**config.mk**
```make
export PLATFORM = sky130hd
export DESIGN_NAME = i2s_audio_in_flat
export DESIGN_NICKNAME = d
export VERILOG_FILES = /design/src/rtl/i2s_audio_in_if.sv /design/src/rtl/i2s_audio_in.sv /design/src/flat_wrapper.sv
export SDC_FILE = /design/constraint.sdc
export NUM_CORES = 1
export LEC_CHECK = 0
export ABC_CLOCK_PERIOD_IN_PS = 3700
export CORE_AREA = 8 8 98 100
export CTS_CLUSTER_DIAMETER = 40
export CTS_CLUSTER_SIZE = 10
export DETAILED_ROUTE_END_ITERATION = 8
export DIE_AREA = 0 0 106 108
export PLACE_DENSITY_LB_ADDON = 0.25
export SLEW_MARGIN = 30
export SYNTH_ARGS = -nofsm -noshare
export SYNTH_HDL_FRONTEND = slang
export SYNTH_SLANG_ARGS = --single-unit
export TNS_END_PERCENT = 100
```
**constraint.sdc**
```tcl
create_clock -name sck -period 3.7 [get_ports sck]
set_clock_uncertainty 0.05 [all_clocks]
set_input_delay 0.74 -clock sck [delete_from_list [all_inputs] [get_ports sck]]
set_output_delay 0.74 -clock sck [all_outputs]
set_load 0.005 [all_outputs]
```
**src/rtl/i2s_audio_in_if.sv**
```systemverilog
// Bus between an I2S receiver and its transmitter/consumer side: serial inputs,
// sample handshake and status flags. The clock (sck) and reset stay plain ports.
interface i2s_audio_in_if #(
    parameter int BIT_WIDTH = 24
);
    logic                 ws;
    logic                 sd;
    logic                 sample_ready;
    logic                 overrun_clr;
    logic [BIT_WIDTH-1:0] sample_out;
    logic                 sample_channel;
    logic                 sample_valid;
    logic                 frame_error;
    logic                 overrun;

    // The master side drives the serial line and consumes samples.
    modport master (
        output ws, sd, sample_ready, overrun_clr,
        input  sample_out, sample_channel, sample_valid, frame_error, overrun
    );

    modport slave (
        input  ws, sd, sample_ready, overrun_clr,
        output sample_out, sample_channel, sample_valid, frame_error, overrun
    );
endinterface

```
**src/rtl/i2s_audio_in.sv**
```systemverilog
// I2S receiver: deserialises MSB-first slots with the one-bit I2S delay and holds
// each word for a valid/ready consumer. Define I2S_RX_OVERRUN_EN for the sticky overrun flag.
module i2s_audio_in #(
    parameter int BIT_WIDTH = 24
) (
    input  logic           sck,
    input  logic           rst,
    i2s_audio_in_if.slave  bus
);

    localparam int CNT_W = $clog2(BIT_WIDTH);

    typedef enum logic [1:0] {
        SYNC,
        SHIFT,
        IGNORE
    } state_t;

    state_t                 state;
    logic                   ws_q;
    logic [CNT_W-1:0]       bit_cnt;
    logic [BIT_WIDTH-2:0]   shreg;
    logic                   chan;
    logic [BIT_WIDTH-1:0]   out_data;
    logic                   out_chan;
    logic                   out_vld;
    logic                   err_pulse;
    logic                   ovr_flag;

    logic                   ws_edge;
    logic                   lsb_edge;
    logic                   complete;
    logic                   accept;
    logic                   overwrite;

    // The LSB is never stored in the shift register; it joins the word on the fly.
    function automatic logic [BIT_WIDTH-1:0] assemble(
        input logic [BIT_WIDTH-2:0] upper,
        input logic                 lsb
    );
        return {upper, lsb};
    endfunction

    always_comb begin
        ws_edge   = (bus.ws != ws_q);
        lsb_edge  = (state == SHIFT) && (bit_cnt == CNT_W'(BIT_WIDTH - 1));
        complete  = lsb_edge && !ws_edge;
        accept    = out_vld && bus.sample_ready;
        overwrite = complete && out_vld && !bus.sample_ready;
    end

    // ---- slot framing, capture and output hold ----
    always_ff @(posedge sck) begin
        ws_q <= bus.ws;
        if (rst) begin
            state     <= SYNC;
            bit_cnt   <= '0;
            shreg     <= '0;
            chan      <= 1'b0;
            out_data  <= '0;
            out_chan  <= 1'b0;
            out_vld   <= 1'b0;
            err_pulse <= 1'b0;
        end else begin
            err_pulse <= 1'b0;
            case (state)
                SYNC, IGNORE: begin
                    if (ws_edge) begin
                        state   <= SHIFT;
                        chan    <= bus.ws;
                        bit_cnt <= '0;
                        shreg   <= '0;
                    end
                end
                SHIFT: begin
                    // A ws edge before the LSB is taken (including on the LSB edge
                    // itself) means a short slot: drop the partial word and restart.
                    if (ws_edge) begin
                        err_pulse <= 1'b1;
                        chan      <= bus.ws;
                        bit_cnt   <= '0;
                        shreg     <= '0;
                    end else if (lsb_edge) begin
                        state   <= IGNORE;
                        bit_cnt <= '0;
                    end else begin
                        shreg   <= {shreg[BIT_WIDTH-3:0], bus.sd};
                        bit_cnt <= bit_cnt + CNT_W'(1);
                    end
                end
                default: state <= SYNC;
            endcase

            // A completing word always wins over an accept on the same edge.
            if (complete) begin
                out_data <= assemble(shreg, bus.sd);
                out_chan <= chan;
                out_vld  <= 1'b1;
            end else if (accept) begin
                out_vld <= 1'b0;
            end
        end
    end

`ifdef I2S_RX_OVERRUN_EN
    // ---- sticky overrun: a new overwrite beats a simultaneous clear ----
    always_ff @(posedge sck) begin
        if (rst) begin
            ovr_flag <= 1'b0;
        end else if (overwrite) begin
            ovr_flag <= 1'b1;
        end else if (bus.overrun_clr) begin
            ovr_flag <= 1'b0;
        end
    end
`else
    logic unused_ovr;
    assign ovr_flag   = 1'b0;
    assign unused_ovr = &{1'b0, bus.overrun_clr, overwrite};
`endif

    assign bus.sample_out     = out_data;
    assign bus.sample_channel = out_chan;
    assign bus.sample_valid   = out_vld;
    assign bus.frame_error    = err_pulse;
    assign bus.overrun        = ovr_flag;

endmodule

```
**src/flat_wrapper.sv**
```systemverilog
// flat-port wrapper written by rule: the top's interface ports become plain ports
module i2s_audio_in_flat 
#(
    parameter int BIT_WIDTH = 24
)
  (sck, rst, bus_ws, bus_sd, bus_sample_ready, bus_overrun_clr, bus_sample_out, bus_sample_channel, bus_sample_valid, bus_frame_error, bus_overrun);
  i2s_audio_in_if #(.BIT_WIDTH(BIT_WIDTH)) bus_i ();
  input  logic sck;
  input  logic rst;
  input wire logic [$bits(bus_i.ws)-1:0] bus_ws;
  input wire logic [$bits(bus_i.sd)-1:0] bus_sd;
  input wire logic [$bits(bus_i.sample_ready)-1:0] bus_sample_ready;
  input wire logic [$bits(bus_i.overrun_clr)-1:0] bus_overrun_clr;
  output wire logic [$bits(bus_i.sample_out)-1:0] bus_sample_out;
  output wire logic [$bits(bus_i.sample_channel)-1:0] bus_sample_channel;
  output wire logic [$bits(bus_i.sample_valid)-1:0] bus_sample_valid;
  output wire logic [$bits(bus_i.frame_error)-1:0] bus_frame_error;
  output wire logic [$bits(bus_i.overrun)-1:0] bus_overrun;
  assign bus_i.ws = bus_ws;
  assign bus_i.sd = bus_sd;
  assign bus_i.sample_ready = bus_sample_ready;
  assign bus_i.overrun_clr = bus_overrun_clr;
  assign bus_sample_out = bus_i.sample_out;
  assign bus_sample_channel = bus_i.sample_channel;
  assign bus_sample_valid = bus_i.sample_valid;
  assign bus_frame_error = bus_i.frame_error;
  assign bus_overrun = bus_i.overrun;
  i2s_audio_in #(.BIT_WIDTH(BIT_WIDTH)) u_core (.sck(sck), .rst(rst), .bus(bus_i));
endmodule
```
* After elaboration in Yosys (flattened, before gate mapping) *
Index checks and enable logic that the tools add are counted.

word-level totals
  register bits after elaboration = 59
  output and inout bits = 28
  word-level logic and storage cells = 48

operators by class
  $add $sub $neg = 1
  eq/ne operators = 8
  mux-type cells = 15
  bitwise gates (word level) = 1
  reductions and logical operators = 14

operators with widths
  cell                                                  number
  two-way mux 23 bit                                    3
  case mux 23 bit (2 select lines)                      1
  two-way mux 5 bit                                     3
  case mux 5 bit (2 select lines)                       1
  two-way mux 2 bit                                     3
  AND reduction 3 bit                                   2
  adder 5 x 1 -> 5 bit (second input constant)          1
  equality test 5 bit (second input constant)           1
  != test 2 x 1 -> 1 bit (second input constant)        2
  case mux 2 bit (2 select lines)                       1
  AND reduction 2 bit                                   2
  nonzero test 2 bit                                    2
  OR reduction 2 bit                                    2
  logical AND 1 bit                                     3
  two-way mux 1 bit                                     3
  != test 3 x 2 -> 1 bit (second input constant)        1
  OR reduction 3 bit                                    1
  equality test 2 x 1 -> 1 bit (second input constant)  1
  equality test 2 bit (second input constant)           1
  logical NOT 2 bit                                     1
  != test 2 bit (second input constant)                 1
  logical NOT 1 bit                                     1
  != test 1 bit                                         1
  inverter 1 bit                                        1

* Longest topological paths before layout *
Gate-level depths: netlist (run 1).

  depth after elaboration = 5
  depth in mapped cells = 6

* Worst setup path before layout (run 1) *
No wires, ideal clock.

  path type = in2reg
  start point = in bus_ws
  end point = reg u_core.shreg[15]
  library setup time = 139 ps
  data arrival time = 1604 ps
  data required time = 3511 ps
  setup slack = 1907 ps
  stages = 4
  path through = xor2_1 buf_2 buf_1 o32ai_1

on the way
  word-level cells in the longest chain between the ends = 3
  elaborated cells on any way between the ends = 6
  classes of those cells = eq/ne: 3; mux: 2; reduce/logical: 1

ends and longest elaborated chain
  item                                                                                      RTL line            source
  start: declaration                                                                        flat_wrapper.sv:10  input wire logic [$bits(bus_i.ws)-1:0] bus_ws;
  != test 1 bit *                                                                           i2s_audio_in.sv:45  ws_edge = (bus.ws != ws_q);
  != test 3 x 2 -> 1 bit (no source line) (tied with other cells)                           n/a
  AND reduction 3 bit (no source line) or case mux 23 bit (2 select lines) (tied branches)  n/a
  end signal: assignment                                                                    i2s_audio_in.sv:87  shreg <= {shreg[BIT_WIDTH-3:0], bus.sd};
  end: declaration                                                                          i2s_audio_in.sv:22  logic [BIT_WIDTH-2:0] shreg;

Mark *: on every way between the ends. The rest lies on a longest branch, timed or not.
A chain may end at the register's enable or synchronous reset.

* Final worst setup path (run 1) *
  start point = in bus_ws
  end point = reg u_core.out_data[8], in the netlist u_core.bus.sample_out[8]

on the way
  word-level cells in the longest chain between the ends = 3

ends and longest elaborated chain
  item                    RTL line            source
  != test 1 bit           i2s_audio_in.sv:45
  logical NOT 1 bit       i2s_audio_in.sv:47  complete = lsb_edge && !ws_edge;
  logical AND 1 bit       i2s_audio_in.sv:47
  end signal: assignment  i2s_audio_in.sv:96  out_data <= assemble(shreg, bus.sd);
  end: declaration        i2s_audio_in.sv:24  logic [BIT_WIDTH-1:0] out_data;

Every way passes these cells.

==> reports/results.tsv, run 1 <==
stage	metric	value	unit
worst_setup_path	rrSetupSlack	1.35	ns
floorplanning	row_count	33	
worst_setup_path	critical_path.startpoint	bus_ws	
worst_setup_path	critical_path.max_fanout	15	
synthesis	synth.top_cells.by_area	sky130_fd_sc_hd__dfxtp_1 (50%), sky130_fd_sc_hd__nand2b_1 (13%), sky130_fd_sc_hd__mux2i_1 (10%)	
worst_setup_path	critPathKind	in -> reg	
timing	final.setup.worst_slack	1.12	ns
timing	fin_hold_viols	0	
timing	rsz0062_at_grt	no	
timing	max_freq	387	MHz
worst_setup_path	setup.worst_path.start_class	input pin	
placement	post_dp_cell_area	2750	um2
synthesis	synthesis.instances	224	
synthesis	synth_top_area_share	0.501	
pwr	leakage	0.000944	uW
global_route	globalRouteTotalUtil	0.0933	
routing	met2_wirelength	2210	um
global_route	grt_overflow_total	0	
worst_setup_path	crit_chain	clkdlybuf4s50_1, xor2_2, nor3_4, buf_4, mux2i_1	
worst_setup_path	r2r.worst_path.cells	5	
cts	post_cts_buffers	0	
min_path	hold_end	u_core.bus.sample_out[11]	
placement	placement.io_buffers	31	
finish	finish.utilization	0.368	
cts	cts_hold_buf	0	
timing	worst_hold_slack	0.421	ns
worst_setup_path	r2r-start	u_core.bit_cnt[0]	
finish	final_cell_area	2960	um2
placement	pre_cts_slack	0.721	ns
finish	diodes	0	
synthesis	synthesis.nets	231	
pwr	ir_worst_vdd	189	uV
synthesis	synth-seq-area-share	0.501	
cts	cts_tree	built	
routing	wirelength_met1	2390	um
min_path	hold_path_depth	2	
timing	timing_worst_slew_pin_value	0.858	ns
synthesis	yosysUniqueCellTypes	37	
worst_setup_path	slowest_stage	sky130_fd_sc_hd__nor3_4	
job	drv_cap	0	
global_route	grt_first_pass_wirelength	8560	um
routing	detailroute.via_count	1748	
floorplanning	initial_core_util	0.293	
cts	h_tree_levels	3	
synthesis	postSynthRegisterBits	59	
pwr	power_density	451	nW/um2
cts	clk_transition_reported_paths	0.06	ns
finish	nets	257	
routing	drc_errors	0	
cts	cts-root-to-sink-buffers	2	
floorplanning	fp.coreArea	8050	um2
synthesis	average_cell_area_after_synthesis	10.5	um2
timing	report.final.setup_viol	0	
routing	post_drt_via_cell_ratio	4.87	
routing	top_signal_layer_used	met4	
finish	drive_gt1_frac	0.0827	
global_route	antenna_violations_before_repair	0	
outcome	run_status	completed	
timing	period_needed	2.58	ns
worst_setup_path	crit_required	3.91	ns
min_path	hp-start	u_core.bus.sample_out[11]	
timing	relative_slew_slack	0.426	
synthesis	leading_register_cell_type_out_of_synthesis	sky130_fd_sc_hd__dfxtp_1	
floorplanning	design.die.area	11400	um2
routing	antenna_left	0	
timing	report.final.slew_viol_count	0	
routing	drt-total-wl	5100	um
worst_setup_path	rr_endpoint	u_core.bus.sample_out[8]	
placement	hpwl	3150	um
synthesis	ys_top_cells_by_count	sky130_fd_sc_hd__dfxtp_1 (59), sky130_fd_sc_hd__nand2b_1 (50), sky130_fd_sc_hd__mux2i_1 (24)	
synthesis	postSynth.asyncResetShare	0	
placement	routabilityCongestion	0.726	
worst_setup_path	max_stage_delay	0.62	ns
floorplanning	fp.dieW	106	um
routing	drt_pass1_iterations	5	
global_route	vias_in_the_first_global_route	1707	
floorplanning	top_level_ports	34	
global_route	maximum_number_of_pins_on_one_net_before_global_route_repair	39	
worst_setup_path	crit_arrival	2.79	ns
synthesis	post-synth-top-count-cell	sky130_fd_sc_hd__dfxtp_1	
routing	drt_iter0_drc	105	
cts	cts_made_buffers	9	
synthesis	synth_top_cell_by_area	sky130_fd_sc_hd__dfxtp_1	
cts	post_cts_resized	0	
timing	setup_total_negative_slack	0	ns
synthesis	synth-edff-count	0	
synthesis	synthesis.area	2360	um2
synthesis	synth-warning-count	0	
finish	synthToLayoutAreaGrowth	25.7	%
timing	post-route-period-util	0.698	
min_path	hp-class	reg -> reg	
routing	wl_met3	410	um
cts	clock_sink_count	59	
routing	routed_wire_length_per_instance	14.2	um
worst_setup_path	end_kind	flip-flop	
floorplanning	die_h	108	um
cts	clk_latency	0.33	ns
cts	clock_tree.root_cell	sky130_fd_sc_hd__clkbuf_8	
==> registers in the layout, summed over array words and instances (netlist names) <==
register and flops:
u_core.bit_cnt 5, u_core.shreg 23, u_core.state 2, u_core.chan 1, u_core.bus.sample_valid 1, u_core.ws_q 1, u_core.bus.sample_out 24, u_core.bus.sample_channel 1
u_core.bus.frame_error 1
==> stage by stage <==
step / instances / power, uW
2_1_floorplan: 224 / 712
3_3_place_gp: 344 / 733
3_5_place_dp: 344 / 735
4_1_cts: 359 / 1360
5_1_grt: 359 / 1390
6_report: 359 / 1340
==> worst max-delay path: cells and delay by family <==
family	cells	cell delay (ns)
xor gates and xnor gates	1	0.28
buffers and inverters	2	0.94
muxes	1	0.21
and+or+nand+nor	1	0.62
==> layout make-up <==
type / instances / area (um2)
Timing Repair Buffer: 34 / 333
Inverter: 2 / 7.51
Sequential cell: 59 / 1180
Tap cell: 105 / 131
Clock inverter: 1 / 30.0
Clock buffer: 14 / 183
Multi-Input combinational cell: 144 / 1100
Fill cell: 820 / 5090
==> placed cells by master, fill, tap and decap left out <==
cell and n:
sky130_fd_sc_hd__nor4_1 1, sky130_fd_sc_hd__or4_1 1, sky130_fd_sc_hd__o21ai_0 2, sky130_fd_sc_hd__inv_1 2, sky130_fd_sc_hd__nor2b_1 3, sky130_fd_sc_hd__a32o_1 1, sky130_fd_sc_hd__or3b_1 1, sky130_fd_sc_hd__and2_1 1
sky130_fd_sc_hd__nand3_1 2, sky130_fd_sc_hd__buf_4 3, sky130_fd_sc_hd__o31ai_1 2, sky130_fd_sc_hd__and4b_4 1, sky130_fd_sc_hd__o22ai_4 1, sky130_fd_sc_hd__a21boi_0 1, sky130_fd_sc_hd__a31oi_1 2, sky130_fd_sc_hd__xnor2_1 1
sky130_fd_sc_hd__bufinv_16 1, sky130_fd_sc_hd__nand2b_1 50, sky130_fd_sc_hd__nor3_1 2, sky130_fd_sc_hd__dfxtp_1 59, sky130_fd_sc_hd__clkbuf_1 1, sky130_fd_sc_hd__nand4_1 1, sky130_fd_sc_hd__xor2_2 1, sky130_fd_sc_hd__mux2i_1 24
sky130_fd_sc_hd__nand3b_1 1, sky130_fd_sc_hd__o32ai_1 23, sky130_fd_sc_hd__a221o_1 2, sky130_fd_sc_hd__ha_1 1, sky130_fd_sc_hd__nor3_4 1, sky130_fd_sc_hd__nor2_1 2, sky130_fd_sc_hd__clkbuf_8 13, sky130_fd_sc_hd__conb_1 1
sky130_fd_sc_hd__nand4b_1 4, sky130_fd_sc_hd__a21oi_1 6, sky130_fd_sc_hd__a311oi_1 1, sky130_fd_sc_hd__clkdlybuf4s50_1 31, sky130_fd_sc_hd__nand2_1 4
==> worst max-delay path by stage <==
| stage | end | cells after the start |
|---|---|---|
| floorplan | u_core.shreg[15] | 4 |
| global placement | u_core.bus.sample_out[9] | 5 |
| detailed placement | u_core.bus.sample_out[8] | 5 |
| CTS | u_core.bus.sample_out[8] | 5 |
| global route | u_core.bus.sample_out[7] | 5 |
| finish | u_core.bus.sample_out[8] | 5 |
==> kinds of logic (layout without fill, tap and decap cells) <==
| kind of cell | after synthesis | after routing | share of synthesized area |
|---|---|---|---|
| AND/OR/NAND/NOR | 75 | 75 | 0.202 |
| flip-flops | 59 | 59 | 0.501 |
| AO/OA/AOI/OAI | 41 | 41 | 0.136 |
| multiplexers | 24 | 24 | 0.102 |
| buffers and inverters | 21 | 51 | 0.0446 |
| XOR/XNOR | 2 | 2 | 0.00743 |
| adder cells (fa/ha/maj) | 1 | 1 | 0.00531 |
| other | 1 | 1 | 0.00159 |
==> routing by layer <==
| layer | vias up | global-route usage |
|---|---|---|
| li1 | 857 | - |
| met1 | 826 | 0.119 |
| met2 | 56 | 0.129 |
| met3 | 9 | 0.0422 |
| met4 | 0 | 0.0482 |
| met5 | - | 0 |
==> power by group <==
group,leakage [uW],internal [uW],total (uW),switching [uW]
Clock,0.000109,381,615,234
Sequential,0.000476,640,646,6.26
Combinational,0.000359,25.9,74.8,48.9
Total,0.000944,1050,1340,289
No activity file was read; power rests on OpenSTA's default activity.
==> inputs of run 2 (changes only) <==
- ABC_CLOCK_PERIOD_IN_PS: 3700 -> 2450
- clock period: 3.7 -> 2.45 ns (I/O delays scaled with it)
==> reports/results.tsv, run 2 (synthesis gave the netlist of run 1 again) <==
stage	metric	value	unit
routing	routed_wire_length_per_instance	14.2	um
timing	report.final.setup_viol	0	
timing	max_freq	498	MHz
worst_setup_path	r2r-start	u_core.bit_cnt[0]	
worst_setup_path	crit_arrival	2.22	ns
min_path	hp-start	u_core.bus.sample_out[2]	
worst_setup_path	crit_required	2.66	ns
routing	drc_errors	0	
floorplanning	row_count	33	
finish	nets	263	
floorplanning	top_level_ports	34	
min_path	hp-class	reg -> reg	
timing	timing_worst_slew_pin_value	0.509	ns
floorplanning	initial_core_util	0.293	
worst_setup_path	critical_path.max_fanout	18	
global_route	vias_in_the_first_global_route	1755	
routing	antenna_left	0	
finish	post_route_non_filler_standard_cell_count	365	
cts	cts_made_buffers	9	
min_path	hold_end	u_core.bus.sample_out[2]	
floorplanning	design.die.area	11400	um2
worst_setup_path	rrSetupSlack	0.44	ns
pwr	ir_worst_vdd	228	uV
floorplanning	fp.coreArea	8050	um2
cts	clk_latency	0.33	ns
cts	cts-root-to-sink-buffers	2	
cts	h_tree_levels	3	
finish	layout_common_cells	sky130_fd_sc_hd__dfxtp_1 (59), sky130_fd_sc_hd__nand2b_1 (50), sky130_fd_sc_hd__clkdlybuf4s50_1 (31)	
finish	largest_reg_flops	24	
placement	placement.io_buffers	31	
cts	clk_transition_reported_paths	0.07	ns
cts	post_cts_buffers	0	
pwr	power_density	637	nW/um2
cts	cts_hold_buf	0	
timing	period_needed	2.01	ns
global_route	globalRouteTotalUtil	0.0948	
worst_setup_path	r2r.worst_path.cells	5	
worst_setup_path	rr_endpoint	u_core.bus.sample_out[23]	
cts	clock_tree.root_cell	sky130_fd_sc_hd__clkbuf_8	
global_route	maximum_number_of_pins_on_one_net_before_global_route_repair	39	
worst_setup_path	critPathKind	reg -> reg	
routing	post_drt_via_cell_ratio	4.78	
global_route	grt_overflow_total	0	
timing	report.final.slew_viol_count	0	
floorplanning	die_h	108	um
timing	fin_hold_viols	0	
pwr	leakage	0.000964	uW
placement	dp_cells	350	
placement	routabilityCongestion	0.759	
worst_setup_path	setup.worst_path.start_class	flip-flop	
job	drv_cap	0	
global_route	grt_first_pass_wirelength	8610	um
timing	rsz0062_at_grt	no	
routing	drt_iter0_drc	102	
worst_setup_path	end_kind	flip-flop	
min_path	hold_path_depth	2	
finish	diodes	0	
timing	relative_slew_slack	0.658	
timing	post-route-period-util	0.820	
finish	synthToLayoutAreaGrowth	26.4	%
finish	most_frequent_standard_cell_in_the_layout_excluding_fill_and_tap_cells	sky130_fd_sc_hd__dfxtp_1	
routing	drt-total-wl	5190	um
cts	clock_sink_count	59	
cts	post_cts_resized	0	
routing	drt_pass1_iterations	4	
cts	cts_tree	built	
global_route	antenna_violations_before_repair	0	
floorplanning	fp.dieW	106	um
timing	setup_total_negative_slack	0	ns
routing	detailroute.via_count	1743	
outcome	run_status	completed	
finish	drive_gt1_frac	0.104	
placement	hpwl	3350	um
run 2: cell count changes in the layout (fill, tap and decap cells not counted), sizes merged:
cell | before | now
buf | 3 | 9
clkinv | 0 | 2
bufinv | 1 | 0
clkbuf | 14 | 13
run 2: final cells by class:
class / instances / area [um2]
clock buffers: 13 / 169
fillers: 827 / 5070
flip-flops and latches: 59 / 1180
clock inverters: 2 / 10.0
well taps: 105 / 131
inverters: 2 / 7.51
multi-input cells: 144 / 1090
repair buffers: 40 / 390
run 2: metal layers:
layer | track usage | part of all wire | up-vias
met1 | 0.113 | 0.49 | 837
met5 | 0 | 0 | -
li1 | - | - | 869
met2 | 0.143 | 0.44 | 32
met4 | 0.0362 | 0.0094 | 0
met3 | 0.0482 | 0.062 | 5
run 2: worst max-delay path by stage:
stage	end	start	depth (start not counted)
after floorplan	u_core.bit_cnt[0]	u_core.bit_cnt[0]	5
after global placement	u_core.bit_cnt[3]	bus_ws	4
after detailed placement	u_core.bus.sample_out[23]	bus_ws	5
after CTS	u_core.bus.sample_out[23]	u_core.bit_cnt[0]	5
after global routing	u_core.bus.sample_out[12]	u_core.bit_cnt[0]	5
final	u_core.bus.sample_out[23]	u_core.bit_cnt[0]	5
run 2: worst max-delay path: stages, from the launching register on:
cell	delay [ns]
sky130_fd_sc_hd__dfxtp_1	0.41
sky130_fd_sc_hd__ha_1	0.30
sky130_fd_sc_hd__nand4b_1	0.29
sky130_fd_sc_hd__nor3_4	0.42
sky130_fd_sc_hd__buf_12	0.23
sky130_fd_sc_hd__mux2i_1	0.21
run 2: metrics by stage:
step                area [um2]  worst slack (ns)  utilization  hold WS [ns]  power, uW
finish                    2980             0.440        0.370         0.422       1900
CTS                       2980             0.423        0.370         0.429       1940
floorplan                 2360             0.741            -         0.403       1080
detailed placement        2800             0.206        0.348         0.413       1120
global placement          2800             0.225        0.348         0.411       1120
global route              2980             0.315        0.370         0.447       1990
run 2: power breakdown:
| part | leakage (uW) | internal [uW] | switching, uW | total [uW] |
|---|---|---|---|---|
| clock | 0.0000953 | 441 | 357 | 798 |
| combinational | 0.000392 | 49.4 | 74.7 | 124 |
| sequential | 0.000476 | 966 | 8.83 | 975 |
| total | 0.000964 | 1460 | 441 | 1900 |
==> inputs of run 3 (changes only) <==
- ABC_CLOCK_PERIOD_IN_PS: 2450 -> 2000
- clock period: 2.45 -> 2 ns (I/O delays scaled with it)
==> reports/results.tsv, run 3 (synthesis gave the netlist of run 1 again) <==
stage	metric	value	unit
outcome	run_status	completed	
worst_setup_path	end_kind	flip-flop	
worst_setup_path	crit_arrival	1.92	ns
min_path	hold_path_depth	2	
finish	diodes	0	
placement	placement.io_buffers	31	
worst_setup_path	critical_path.max_fanout	7	
finish	layout_common_cells	sky130_fd_sc_hd__dfxtp_1 (59), sky130_fd_sc_hd__nand2b_1 (50), sky130_fd_sc_hd__clkdlybuf4s50_1 (31)	
floorplanning	design.die.area	11400	um2
floorplanning	fp.dieW	106	um
worst_setup_path	rr_endpoint	u_core.bus.sample_out[23]	
timing	final.setup.worst_slack	0.256	ns
cts	h_tree_levels	3	
cts	clock_sink_count	59	
global_route	grt_use_met1	0.114	
min_path	hold_end	u_core.bus.sample_out[3]	
cts	cts-root-to-sink-buffers	2	
global_route	grt_first_pass_wirelength	8710	um
finish	most_frequent_standard_cell_in_the_layout_excluding_fill_and_tap_cells	sky130_fd_sc_hd__dfxtp_1	
placement	pre_cts_slack	-0.0905	ns
global_route	grt.met2_usage	0.142	
cts	clock_tree.root_cell	sky130_fd_sc_hd__clkbuf_8	
global_route	globalRouteTotalUtil	0.0951	
timing	worst_hold_slack	0.420	ns
global_route	antenna_violations_before_repair	0	
min_path	hp-class	reg -> reg	
cts	cts_made_buffers	9	
global_route	grtUsageMet3	0.0405	
pwr	power_density	799	nW/um2
finish	synthToLayoutAreaGrowth	28.6	%
timing	report.final.slew_viol_count	0	
worst_setup_path	setup.worst_path.start_class	input pin	
routing	post_drt_via_cell_ratio	4.75	
cts	cts_tree	built	
pwr	leakage	0.000988	uW
timing	report.final.setup_viol	0	
timing	rsz0062_at_grt	no	
cts	post_cts_resized	0	
timing	max_freq	573	MHz
floorplanning	row_count	33	
routing	detailroute.via_count	1757	
worst_setup_path	r2r.worst_path.cells	5	
routing	drt_pass1_iterations	4	
routing	drt_iter0_drc	116	
timing	fin_hold_viols	0	
finish	largest_reg_flops	24	
floorplanning	die_h	108	um
cts	clk_latency	0.34	ns
routing	drc_errors	0	
job	drv_cap	0	
cts	clk_transition_reported_paths	0.07	ns
finish	drive_gt1_frac	0.125	
timing	period_needed	1.74	ns
finish	nets	267	
worst_setup_path	critical_path.startpoint	bus_ws	
worst_setup_path	crit_required	2.18	ns
routing	antenna_left	0	
global_route	busiest_layer	met2	
pwr	ir_worst_vdd	200	uV
floorplanning	initial_core_util	0.293	
routing	routed_wire_length_per_instance	14.0	um
global_route	grt_overflow_total	0	
global_route	vias_in_the_first_global_route	1815	
cts	cts_hold_buf	0	
worst_setup_path	critPathKind	in -> reg	
min_path	hp-start	u_core.bus.sample_out[3]	
worst_setup_path	rrSetupSlack	0.26	ns
floorplanning	top_level_ports	34	
routing	drt-total-wl	5200	um
timing	post-route-period-util	0.872	
worst_setup_path	r2r-start	u_core.bit_cnt[1]	
global_route	maximum_number_of_pins_on_one_net_before_global_route_repair	50	
placement	routabilityCongestion	0.762	
floorplanning	fp.coreArea	8050	um2
cts	post_cts_buffers	0	
placement	hpwl	3290	um
run 3: cell count changes in the layout (fill, tap and decap cells not counted), sizes merged:
| cell | before | now |
|---|---|---|
| clkinvlp | 0 | 2 |
| buf | 9 | 13 |
| clkinv | 2 | 1 |
run 3: worst max path at each step:
stage | end | slack [ns] | depth (start not counted)
3_3_place_gp | u_core.bit_cnt[4] | -0.09 | 4
3_5_place_dp | u_core.bit_cnt[4] | -0.09 | 4
6_report | u_core.bit_cnt[3] | 0.26 | 4
4_1_cts | u_core.bus.sample_out[23] | 0.24 | 5
2_1_floorplan | u_core.bit_cnt[0] | 0.29 | 5
5_1_grt | u_core.bus.sample_out[23] | 0.15 | 5
run 3: routing by layer:
metal  part of all wire  vias up
met5                  0        -
met4              0.019        0
met3              0.058        8
met2               0.43       29
met1               0.49      840
li1                   -      880
run 3: worst max-delay path, stage by stage:
cell	delay [ns]
sky130_fd_sc_hd__clkdlybuf4s50_1	0.59
sky130_fd_sc_hd__xor2_2	0.40
sky130_fd_sc_hd__o31ai_1	0.17
sky130_fd_sc_hd__a221o_1	0.36
run 3: layout make-up:
class / instances / area [um2]
clock buffers: 13 / 179
clock inverters: 3 / 20.0
fillers: 807 / 5020
inverters: 2 / 7.51
multi-input cells: 144 / 1090
flip-flops and latches: 59 / 1180
well taps: 105 / 131
repair buffers: 44 / 420
run 3: power by group:
part / internal (uW) / leakage (uW) / switching, uW / total, uW
Combinational: 67.6 / 0.000414 / 94.9 / 163
Clock: 583 / 0.0000977 / 482 / 1060
Sequential: 1180 / 0.000476 / 9.68 / 1190
Total: 1830 / 0.000988 / 587 / 2420
run 3: through the flow:
| step | util | instances | TNS (ns) | instance area (um2) | power, uW |
|---|---|---|---|---|---|
| after global placement | 0.352 | 354 | -0.229 | 2830 | 1380 |
| after CTS | 0.376 | 370 | 0 | 3030 | 2450 |
| after floorplan | - | 224 | 0 | 2360 | 1320 |
| after detailed placement | 0.352 | 354 | -0.379 | 2830 | 1380 |
| after global routing | 0.376 | 370 | 0 | 3030 | 2520 |
| final | 0.376 | 370 | 0 | 3030 | 2420 |
